**config.mk**
```make
export PLATFORM = sky130hd
export DESIGN_NAME = tetris_field_flat
export DESIGN_NICKNAME = d
export VERILOG_FILES = /design/src/rtl/tetris_pkg.sv /design/src/rtl/tetris_field_if.sv /design/src/rtl/tetris_shape_rom.sv /design/src/rtl/tetris_field.sv /design/src/flat_wrapper.sv
export SDC_FILE = /design/constraint.sdc
export NUM_CORES = 2
export LEC_CHECK = 0
export CAP_MARGIN = 20
export CORE_MARGIN = 3
export CORE_UTILIZATION = 35
export CTS_CLUSTER_DIAMETER = 200
export DETAILED_ROUTE_END_ITERATION = 6
export GPL_TIMING_DRIVEN = 1
export PLACE_DENSITY = 0.49
export SETUP_SLACK_MARGIN = 0.5
export SLEW_MARGIN = 10
export SYNTH_ARGS = -nofsm -noshare
export SYNTH_HDL_FRONTEND = slang
export SYNTH_SLANG_ARGS = --single-unit
```
**constraint.sdc**
```tcl
create_clock -name clk_1hz -period 22 [get_ports clk_1hz]
set_input_delay 2.2 -clock clk_1hz [delete_from_list [all_inputs] [get_ports clk_1hz]]
set_output_delay 2.2 -clock clk_1hz [all_outputs]
set_load 0.02 [all_outputs]
```
**src/rtl/tetris_pkg.sv**
```systemverilog
// ============================================================================
// Module      : tetris_pkg
// Description : Shared types and constants for the Tetris playfield engine:
//               FSM state encoding, shape offset table and colour codes.
//               Optional feature macro: TETRIS_LINE_CLEAR_EN (adds CLEAR).
// Revision    : 1.0 - initial release
// ============================================================================
`default_nettype none

package tetris_pkg;

`ifdef TETRIS_LINE_CLEAR_EN
    typedef enum logic [1:0] {
        ST_SPAWN = 2'd0,
        ST_FALL  = 2'd1,
        ST_CLEAR = 2'd2,
        ST_OVER  = 2'd3
    } state_t;
`else
    typedef enum logic [1:0] {
        ST_SPAWN = 2'd0,
        ST_FALL  = 2'd1,
        ST_OVER  = 2'd3
    } state_t;
`endif

    localparam int NUM_SHAPES = 7;

    // One nibble per cell, cell k in bits [4k+3:4k]: {row[1:0], col[1:0]}.
    localparam logic [15:0] SHAPE_TBL [NUM_SHAPES] = '{
        16'h3210,   // I : (0,0) (0,1) (0,2) (0,3)
        16'h6540,   // J : (0,0) (1,0) (1,1) (1,2)
        16'h6542,   // L : (0,2) (1,0) (1,1) (1,2)
        16'h6521,   // O : (0,1) (0,2) (1,1) (1,2)
        16'h5421,   // S : (0,1) (0,2) (1,0) (1,1)
        16'h6541,   // T : (0,1) (1,0) (1,1) (1,2)
        16'h6510    // Z : (0,0) (0,1) (1,1) (1,2)
    };

    localparam logic [2:0] EMPTY   = 3'd0;
    localparam logic [2:0] COLOR_I = 3'd1;
    localparam logic [2:0] COLOR_J = 3'd2;
    localparam logic [2:0] COLOR_L = 3'd3;
    localparam logic [2:0] COLOR_O = 3'd4;
    localparam logic [2:0] COLOR_S = 3'd5;
    localparam logic [2:0] COLOR_T = 3'd6;
    localparam logic [2:0] COLOR_Z = 3'd7;

    localparam logic [2:0] SHAPE_COLOR [NUM_SHAPES] = '{
        COLOR_I, COLOR_J, COLOR_L, COLOR_O, COLOR_S, COLOR_T, COLOR_Z
    };

    // The LFSR can deliver 7, which has no shape; fold it onto I.
    function automatic logic [2:0] piece_index(input logic [2:0] sel);
        return (sel == 3'd7) ? 3'd0 : sel;
    endfunction

endpackage

`default_nettype wire

```
**src/rtl/tetris_field_if.sv**
```systemverilog
// ============================================================================
// Module      : tetris_field_if
// Description : Cell-read bus between the playfield and the pixel generator.
//               master = pixel generator, slave = playfield.
// Revision    : 1.0 - initial release
// ============================================================================
`default_nettype none

interface tetris_field_if #(
    parameter int COLS = 10,
    parameter int ROWS = 20,
    parameter int CW   = 3
);
    localparam int CLW = $clog2(COLS);
    localparam int RW  = $clog2(ROWS);

    logic [CLW-1:0] rd_col;
    logic [RW-1:0]  rd_row;
    logic [CW-1:0]  rd_color;

    modport master (output rd_col, output rd_row, input  rd_color);
    modport slave  (input  rd_col, input  rd_row, output rd_color);
endinterface

`default_nettype wire

```
**src/rtl/tetris_shape_rom.sv**
```systemverilog
// ============================================================================
// Module      : tetris_shape_rom
// Description : Combinational shape lookup: piece index + anchor in, four
//               absolute cell coordinates and the piece colour out.
// Revision    : 1.0 - initial release
// ============================================================================
`default_nettype none

module tetris_shape_rom
    import tetris_pkg::*;
#(
    parameter int RW  = 5,
    parameter int CLW = 4,
    parameter int CW  = 3
) (
    input  logic [2:0]          piece,
    input  logic [RW-1:0]       anchor_row,
    input  logic [CLW-1:0]      anchor_col,
    output logic [3:0][RW-1:0]  cell_row,
    output logic [3:0][CLW-1:0] cell_col,
    output logic [CW-1:0]       color
);

    logic [2:0]  idx;
    logic [15:0] offs;

    assign idx   = piece_index(piece);
    assign offs  = SHAPE_TBL[idx];
    assign color = CW'(SHAPE_COLOR[idx]);

    generate
        for (genvar k = 0; k < 4; k++) begin : g_cell
            assign cell_row[k] = anchor_row + RW'(offs[4*k+2 +: 2]);
            assign cell_col[k] = anchor_col + CLW'(offs[4*k +: 2]);
        end
    endgenerate

endmodule

`default_nettype wire

```
**src/rtl/tetris_field.sv**
```systemverilog
// ============================================================================
// Module      : tetris_field
// Description : Tetris playfield engine. Locked-cell grid plus one falling
//               piece; one action per clk_1hz tick (spawn / fall / lock /
//               line clear). Combinational cell-read port for the VGA side.
//               Optional feature macro: TETRIS_LINE_CLEAR_EN.
// Revision    : 1.0 - initial release
// ============================================================================
`default_nettype none

module tetris_field
    import tetris_pkg::*;
#(
    parameter int COLS = 10,
    parameter int ROWS = 20,
    parameter int CW   = 3
) (
    input  logic          clk_1hz,
    input  logic          rst,
    input  logic [2:0]    piece_sel,
    tetris_field_if.slave rd,
    output logic          piece_active,
    output logic          game_over,
    output logic [15:0]   lines
);

    localparam int RW  = $clog2(ROWS);
    localparam int CLW = $clog2(COLS);
    localparam logic [CLW-1:0] SC         = CLW'(COLS / 2 - 2);
    localparam logic [CW-1:0]  EMPTY_CELL = CW'(EMPTY);

    state_t        state;
    logic [CW-1:0] grid [ROWS][COLS];
    logic [2:0]    cur_piece;
    logic [RW-1:0] cur_row;

    logic [2:0]          rom_piece;
    logic [RW-1:0]       rom_row;
    logic [3:0][RW-1:0]  cell_row;
    logic [3:0][CLW-1:0] cell_col;
    logic [CW-1:0]       cell_color;
    logic                overlap;
    logic                blocked;
    logic [CW-1:0]       color_out;

    // No piece is active while in SPAWN, so the one ROM can serve both the
    // spawn candidate and the falling piece.
    assign rom_piece = (state == ST_SPAWN) ? piece_sel : cur_piece;
    assign rom_row   = (state == ST_SPAWN) ? '0 : cur_row;

    tetris_shape_rom #(
        .RW  (RW),
        .CLW (CLW),
        .CW  (CW)
    ) u_shape_rom (
        .piece      (rom_piece),
        .anchor_row (rom_row),
        .anchor_col (SC),
        .cell_row   (cell_row),
        .cell_col   (cell_col),
        .color      (cell_color)
    );

    // Collision checks: overlap at current position, and blocked one row down.
    always_comb begin
        overlap = 1'b0;
        blocked = 1'b0;
        for (int k = 0; k < 4; k++) begin
            if (grid[cell_row[k]][cell_col[k]] != EMPTY_CELL)
                overlap = 1'b1;
            if (({1'b0, cell_row[k]} + (RW+1)'(1)) >= (RW+1)'(ROWS))
                blocked = 1'b1;
            else if (grid[cell_row[k] + RW'(1)][cell_col[k]] != EMPTY_CELL)
                blocked = 1'b1;
        end
    end

`ifdef TETRIS_LINE_CLEAR_EN
    logic [ROWS-1:0] row_full;
    logic            full_any;
    logic [RW-1:0]   full_row;

    // A row is full when none of its cells is empty.
    always_comb begin
        row_full = '1;
        for (int r = 0; r < ROWS; r++)
            for (int c = 0; c < COLS; c++)
                if (grid[r][c] == EMPTY_CELL)
                    row_full[r] = 1'b0;
    end

    // Pick the lowest (highest-index) full row.
    always_comb begin
        full_any = |row_full;
        full_row = '0;
        for (int r = 0; r < ROWS; r++)
            if (row_full[r])
                full_row = RW'(r);
    end

    // Cleared-line counter, saturating.
    always_ff @(posedge clk_1hz or posedge rst) begin
        if (rst)
            lines <= '0;
        else if (state == ST_CLEAR && full_any && lines != 16'hFFFF)
            lines <= lines + 16'd1;
    end
`else
    assign lines = '0;
`endif

    // Playfield FSM: one spawn / fall / lock / clear action per tick.
    always_ff @(posedge clk_1hz or posedge rst) begin
        if (rst) begin
            state        <= ST_SPAWN;
            piece_active <= 1'b0;
            game_over    <= 1'b0;
            cur_piece    <= '0;
            cur_row      <= '0;
            for (int r = 0; r < ROWS; r++)
                for (int c = 0; c < COLS; c++)
                    grid[r][c] <= EMPTY_CELL;
        end else begin
            case (state)
                ST_SPAWN: begin
                    if (overlap) begin
                        state     <= ST_OVER;
                        game_over <= 1'b1;
                    end else begin
                        cur_piece    <= piece_sel;
                        cur_row      <= '0;
                        piece_active <= 1'b1;
                        state        <= ST_FALL;
                    end
                end
                ST_FALL: begin
                    if (!blocked) begin
                        cur_row <= cur_row + RW'(1);
                    end else begin
                        for (int k = 0; k < 4; k++)
                            grid[cell_row[k]][cell_col[k]] <= cell_color;
                        piece_active <= 1'b0;
`ifdef TETRIS_LINE_CLEAR_EN
                        state <= ST_CLEAR;
`else
                        state <= ST_SPAWN;
`endif
                    end
                end
`ifdef TETRIS_LINE_CLEAR_EN
                ST_CLEAR: begin
                    if (full_any) begin
                        for (int c = 0; c < COLS; c++)
                            grid[0][c] <= EMPTY_CELL;
                        for (int r = 1; r < ROWS; r++)
                            if (RW'(r) <= full_row)
                                for (int c = 0; c < COLS; c++)
                                    grid[r][c] <= grid[r-1][c];
                    end else begin
                        state <= ST_SPAWN;
                    end
                end
`endif
                ST_OVER: state <= ST_OVER;
                default: state <= ST_SPAWN;
            endcase
        end
    end

    // Read port: out-of-range reads 0, active piece overrides the grid.
    always_comb begin
        color_out = EMPTY_CELL;
        if (({1'b0, rd.rd_col} < (CLW+1)'(COLS)) &&
            ({1'b0, rd.rd_row} < (RW+1)'(ROWS))) begin
            color_out = grid[rd.rd_row][rd.rd_col];
            for (int k = 0; k < 4; k++)
                if (piece_active && cell_row[k] == rd.rd_row &&
                    cell_col[k] == rd.rd_col)
                    color_out = cell_color;
        end
    end

    assign rd.rd_color = color_out;

endmodule

`default_nettype wire

```
**src/flat_wrapper.sv**
```systemverilog
// flat-port wrapper written by rule: the top's interface ports become plain ports
module tetris_field_flat import tetris_pkg::*;
#(
    parameter int COLS = 10,
    parameter int ROWS = 20,
    parameter int CW   = 3
)
  (clk_1hz, rst, piece_sel, piece_active, game_over, lines, rd_rd_col, rd_rd_row, rd_rd_color);
  tetris_field_if #(.COLS(COLS), .ROWS(ROWS), .CW(CW)) rd_i ();
  input  logic clk_1hz;
  input  logic rst;
  input  logic [2:0] piece_sel;
  output logic piece_active;
  output logic game_over;
  output logic [15:0] lines;
  input wire logic [$bits(rd_i.rd_col)-1:0] rd_rd_col;
  input wire logic [$bits(rd_i.rd_row)-1:0] rd_rd_row;
  output wire logic [$bits(rd_i.rd_color)-1:0] rd_rd_color;
  assign rd_i.rd_col = rd_rd_col;
  assign rd_i.rd_row = rd_rd_row;
  assign rd_rd_color = rd_i.rd_color;
  tetris_field #(.COLS(COLS), .ROWS(ROWS), .CW(CW)) u_core (.clk_1hz(clk_1hz), .rst(rst), .piece_sel(piece_sel), .rd(rd_i), .piece_active(piece_active), .game_over(game_over), .lines(lines));
endmodule
```
==> results.sh <==
export IMPL_setup_tns_ns=0
export IMPL_vias_per_cell=7.53
export IMPL_route_detailed_drc=38
export IMPL_syn_to_final_growth_pct=9.09
export IMPL_worstPathArrival_ns=12.80
export IMPL_seqPwrFrac_pct=43.5
export IMPL_final_setup_viol_count=0
export IMPL_power_mw=2.08
export IMPL_grt_use_total_pct=40.3
export IMPL_htreeDepth=2
export IMPL_p_sw_share_pct=23.5
export IMPL_worst_pin_slew_ns=1.30
export IMPL_clock_sinks=492
export IMPL_drive_gt1_share_pct=22.8
export IMPL_path_clk_slew_ns=0.06
export IMPL_gp_congestion=1.13
export IMPL_violations="DRC"
export IMPL_syn_avg_cell_area_sq_um=9.72
export IMPL_rsz0062_at_grt="false"
export IMPL_start_util_pct=35.5
export IMPL_slew_headroom_pct=12.5
export IMPL_status="complete, but fails checks"
export IMPL_fin_worst_skew_ns=0.0780
export IMPL_postPlaceCellArea_sq_um=46800
export IMPL_timing_final_crit_share_pct=55.7
export IMPL_worst_setup_path_start_kind="primary input"
export IMPL_finalHoldViolations=0
export IMPL_clock_power_share_pct=53.1
export IMPL_comb_power_share_pct=3.4
export IMPL_switchingPower_uw=489
export IMPL_routed_wl_microns=273000
export IMPL_hold_start="u_core.game_over"
export IMPL_fin_area_sq_um=49100
export IMPL_rrSetupSlack_ns=10.94
export IMPL_max_cap_violations=0
export IMPL_cp_common_cell="o311ai_0"
export IMPL_hold_class="register to register"
export IMPL_critPathKind="primary input to register"
export IMPL_cts_buffers=58
export IMPL_crit_chain="clkdlybuf4s50_1 -> mux2i_2 -> inv_1 -> ha_1 -> or2_2 -> nor2_1 -> a21oi_1 -> ha_4 -> inv_2 -> ha_4 -> buf_12 -> o311ai_0 -> nand3_1 -> o311ai_0 -> a311oi_1 -> o311ai_0 -> a32oi_1 -> or2_1 -> o21a_4 -> buf_4 -> buf_4 -> nand2_1 -> mux2_1"
export IMPL_hold_buffers=0
export IMPL_cp_max_fo=130
export IMPL_peakVddDrop_mv=0.0552
export IMPL_reg2reg_depth=24
export IMPL_root_buffer="clkbuf_16"
export IMPL_tritoncts="built"
export IMPL_worstPathRequired_ns=22.54
export IMPL_drt_iter0_markers=8149
export IMPL_grt_pass1_wl_microns=372000
export IMPL_wire_per_inst_microns=44.4
export IMPL_end_kind="register"
export IMPL_ys_async_sr_fraction_pct=100
export IMPL_ys_seq_area_share_pct=27.3
export IMPL_netlist_cell_type_count=100
export IMPL_core_sq_um=127000
export IMPL_ys_flop_type="dfrtp_1"
export IMPL_cts_setup_buffers=0
export IMPL_synth_area_sq_um=45000
export IMPL_syn_inst=4633
export IMPL_synth_enable_flop_cells=0
export IMPL_max_freq_mhz=81.6
export IMPL_power_density_nw_per_um2=42.3
export IMPL_die_height_microns=365
export IMPL_synth_seq_cells=492
export IMPL_yosysWarnings=0
export IMPL_cell_internal_pwr_mw=1.59
export IMPL_power_leakage_nw=19.9
export IMPL_die_w_microns=365
export IMPL_nets=4497
export IMPL_fp_row_count=130
export IMPL_crit_family="buffers and inverters"
export IMPL_hold_depth=1
export IMPL_period_needed_ns=12.26
export IMPL_grt_max_degree=131
export IMPL_io_buffers=18
export IMPL_postCtsResizedCells=0
export IMPL_num_vias=46400
export IMPL_gr_total_overflow=0
export IMPL_dr_pass1_iters=7
export IMPL_clock_latency_ns=0.73
export IMPL_clk_path_buf_depth=3
export IMPL_ios=35
export IMPL_ant_nets=0
export IMPL_dp_hpwl_microns=198000
export IMPL_r2r_start="u_core.state[0]"
export IMPL_fp_dieArea_sq_um=133000
export IMPL_crit_buf_inv=6
export IMPL_whs_endpoint="u_core.game_over"
export IMPL_crit_slowest_cell="a311oi_1"
export IMPL_slowest_delay_ns=0.97
export IMPL_slew_viol_final=0
export IMPL_grt_pass1_vias=42500
export IMPL_antenna_found_initial=36
export IMPL_timing_rr_end="u_core.grid[50]"
==> cell usage after synthesis, types with 9 or more instances <==
library cell  instances  area, sq um
a311oi_1             14          123
a21o_1                9         67.6
a22oi_1             121          908
nand4_1              28          175
mux2_2              258         2910
xnor2_1              25          219
clkbuf_1            243          912
mux2i_1              78          781
o31ai_1              15          113
nor2b_1              27          169
nand2b_1             18          113
dfrtp_1             492        12300
buf_1                53          199
a211o_1              15          131
mux4_2              395         8900
a211oi_1             87          653
o21ai_1               9         45.0
o221ai_1             41          359
o21ai_0             184          921
nand3b_1              9         67.6
buf_4                45          338
a21oi_1             181          906
nand3_1              96          480
nand2_1             530         1990
a221o_1              23          230
o211ai_1             21          158
o311ai_0             30          263
nor2_1              395         1480
a31oi_1              33          206
and3_1               27          169
a32oi_1              22          193
buf_2                92          460
and2_1               50          313
mux2_1              229         2580
or3_1                37          231
nor3_1              267         1340
nor4_1               56          350
a2111oi_0            20          175
ha_1                 47          588
o22ai_1              53          332
a221oi_1             45          394
inv_1                37          139
or2_2                11         68.8
==> per-stage QoR <==
stage	worst slack (ns)	hold slack, ns	utilization, %	std cells
6_report	9.74	0.466	38.8	6160
5_1_grt	9.71	0.496	38.7	6134
4_1_cts	10.41	0.472	38.7	6126
3_5_place_dp	9.67	0.457	37.0	6020
3_3_place_gp	9.33	0.455	37.0	6020
2_1_floorplan	6.07	0.483	-	4648
==> sequential cells by signal, indices dropped and copies added, names as in the netlist <==
| signal | flops |
|---|---|
| u_core.state | 2 |
| u_core.cur_piece | 3 |
| u_core.game_over | 1 |
| u_core.grid | 480 |
| u_core.piece_active | 1 |
| u_core.cur_row | 5 |
==> metal layers <==
metal	up-vias	wire (microns)	GRT usage, %
met5	-	355	1.42
met4	18	21500	25.9
met1	23600	102000	50.9
met2	4099	109000	54.8
met3	1002	40500	18.4
li1	17600	-	-
==> cell type report <==
type	instances	area, sq um
repair buffers	171	1370
flip-flops and latches	492	12300
multi-input cells	3669	31000
inverters	44	178
diodes	28	70.1
well taps	1650	2060
clock inverters	31	509
clock buffers	75	1650
fillers	12700	77600
==> power groups by stage <==
stage,registers (mW),logic [mW],clock network [mW]
after floorplan,0.922,0.0476,0
after global placement,0.921,0.0703,0
after detailed placement,0.921,0.0706,0
after CTS,0.905,0.0707,1.12
after global routing,0.904,0.0761,1.16
final,0.905,0.0714,1.10
==> placed cells by master, fill, tap and decap left out, drive strengths merged, types with 50 or more instances in the layout <==
| cell type | instances |
|---|---|
| mux2i | 83 |
| mux2 | 487 |
| a22oi | 121 |
| nand3 | 98 |
| a21oi | 183 |
| nor2 | 396 |
| and2 | 50 |
| nor4 | 56 |
| mux4 | 395 |
| buf | 154 |
| nand2 | 532 |
| o21ai | 202 |
| a211oi | 88 |
| nor3 | 269 |
| dfrtp | 492 |
| o22ai | 53 |
| clkbuf | 78 |
==> worst max path at each step <==
stage                                     end    startpoint  depth (start not counted)
after floorplan           u_core.cur_piece[0]           rst                          1
after global placement        u_core.grid[48]  piece_sel[1]                         27
after detailed placement     u_core.grid[580]  piece_sel[1]                         22
after CTS                    u_core.grid[102]  piece_sel[1]                         22
after global routing          u_core.grid[50]  piece_sel[1]                         23
final                         u_core.grid[50]  piece_sel[1]                         23
==> cell families (layout without fill, tap and decap cells) <==
group | count (synthesis) | count (layout) | synth area share [%]
AND/OR/NAND/NOR | 1582 | 1582 | 16.0
AO/OA/AOI/OAI | 1020 | 1020 | 15.7
multiplexers | 965 | 965 | 33.9
flip-flops | 492 | 492 | 27.3
buffers and inverters | 487 | 321 | 4.83
adder cells (fa/ha/maj) | 47 | 47 | 1.31
XOR/XNOR | 39 | 39 | 0.909
other | 1 | 44 | 0.00833
Power figures use the tool's default switching activity.
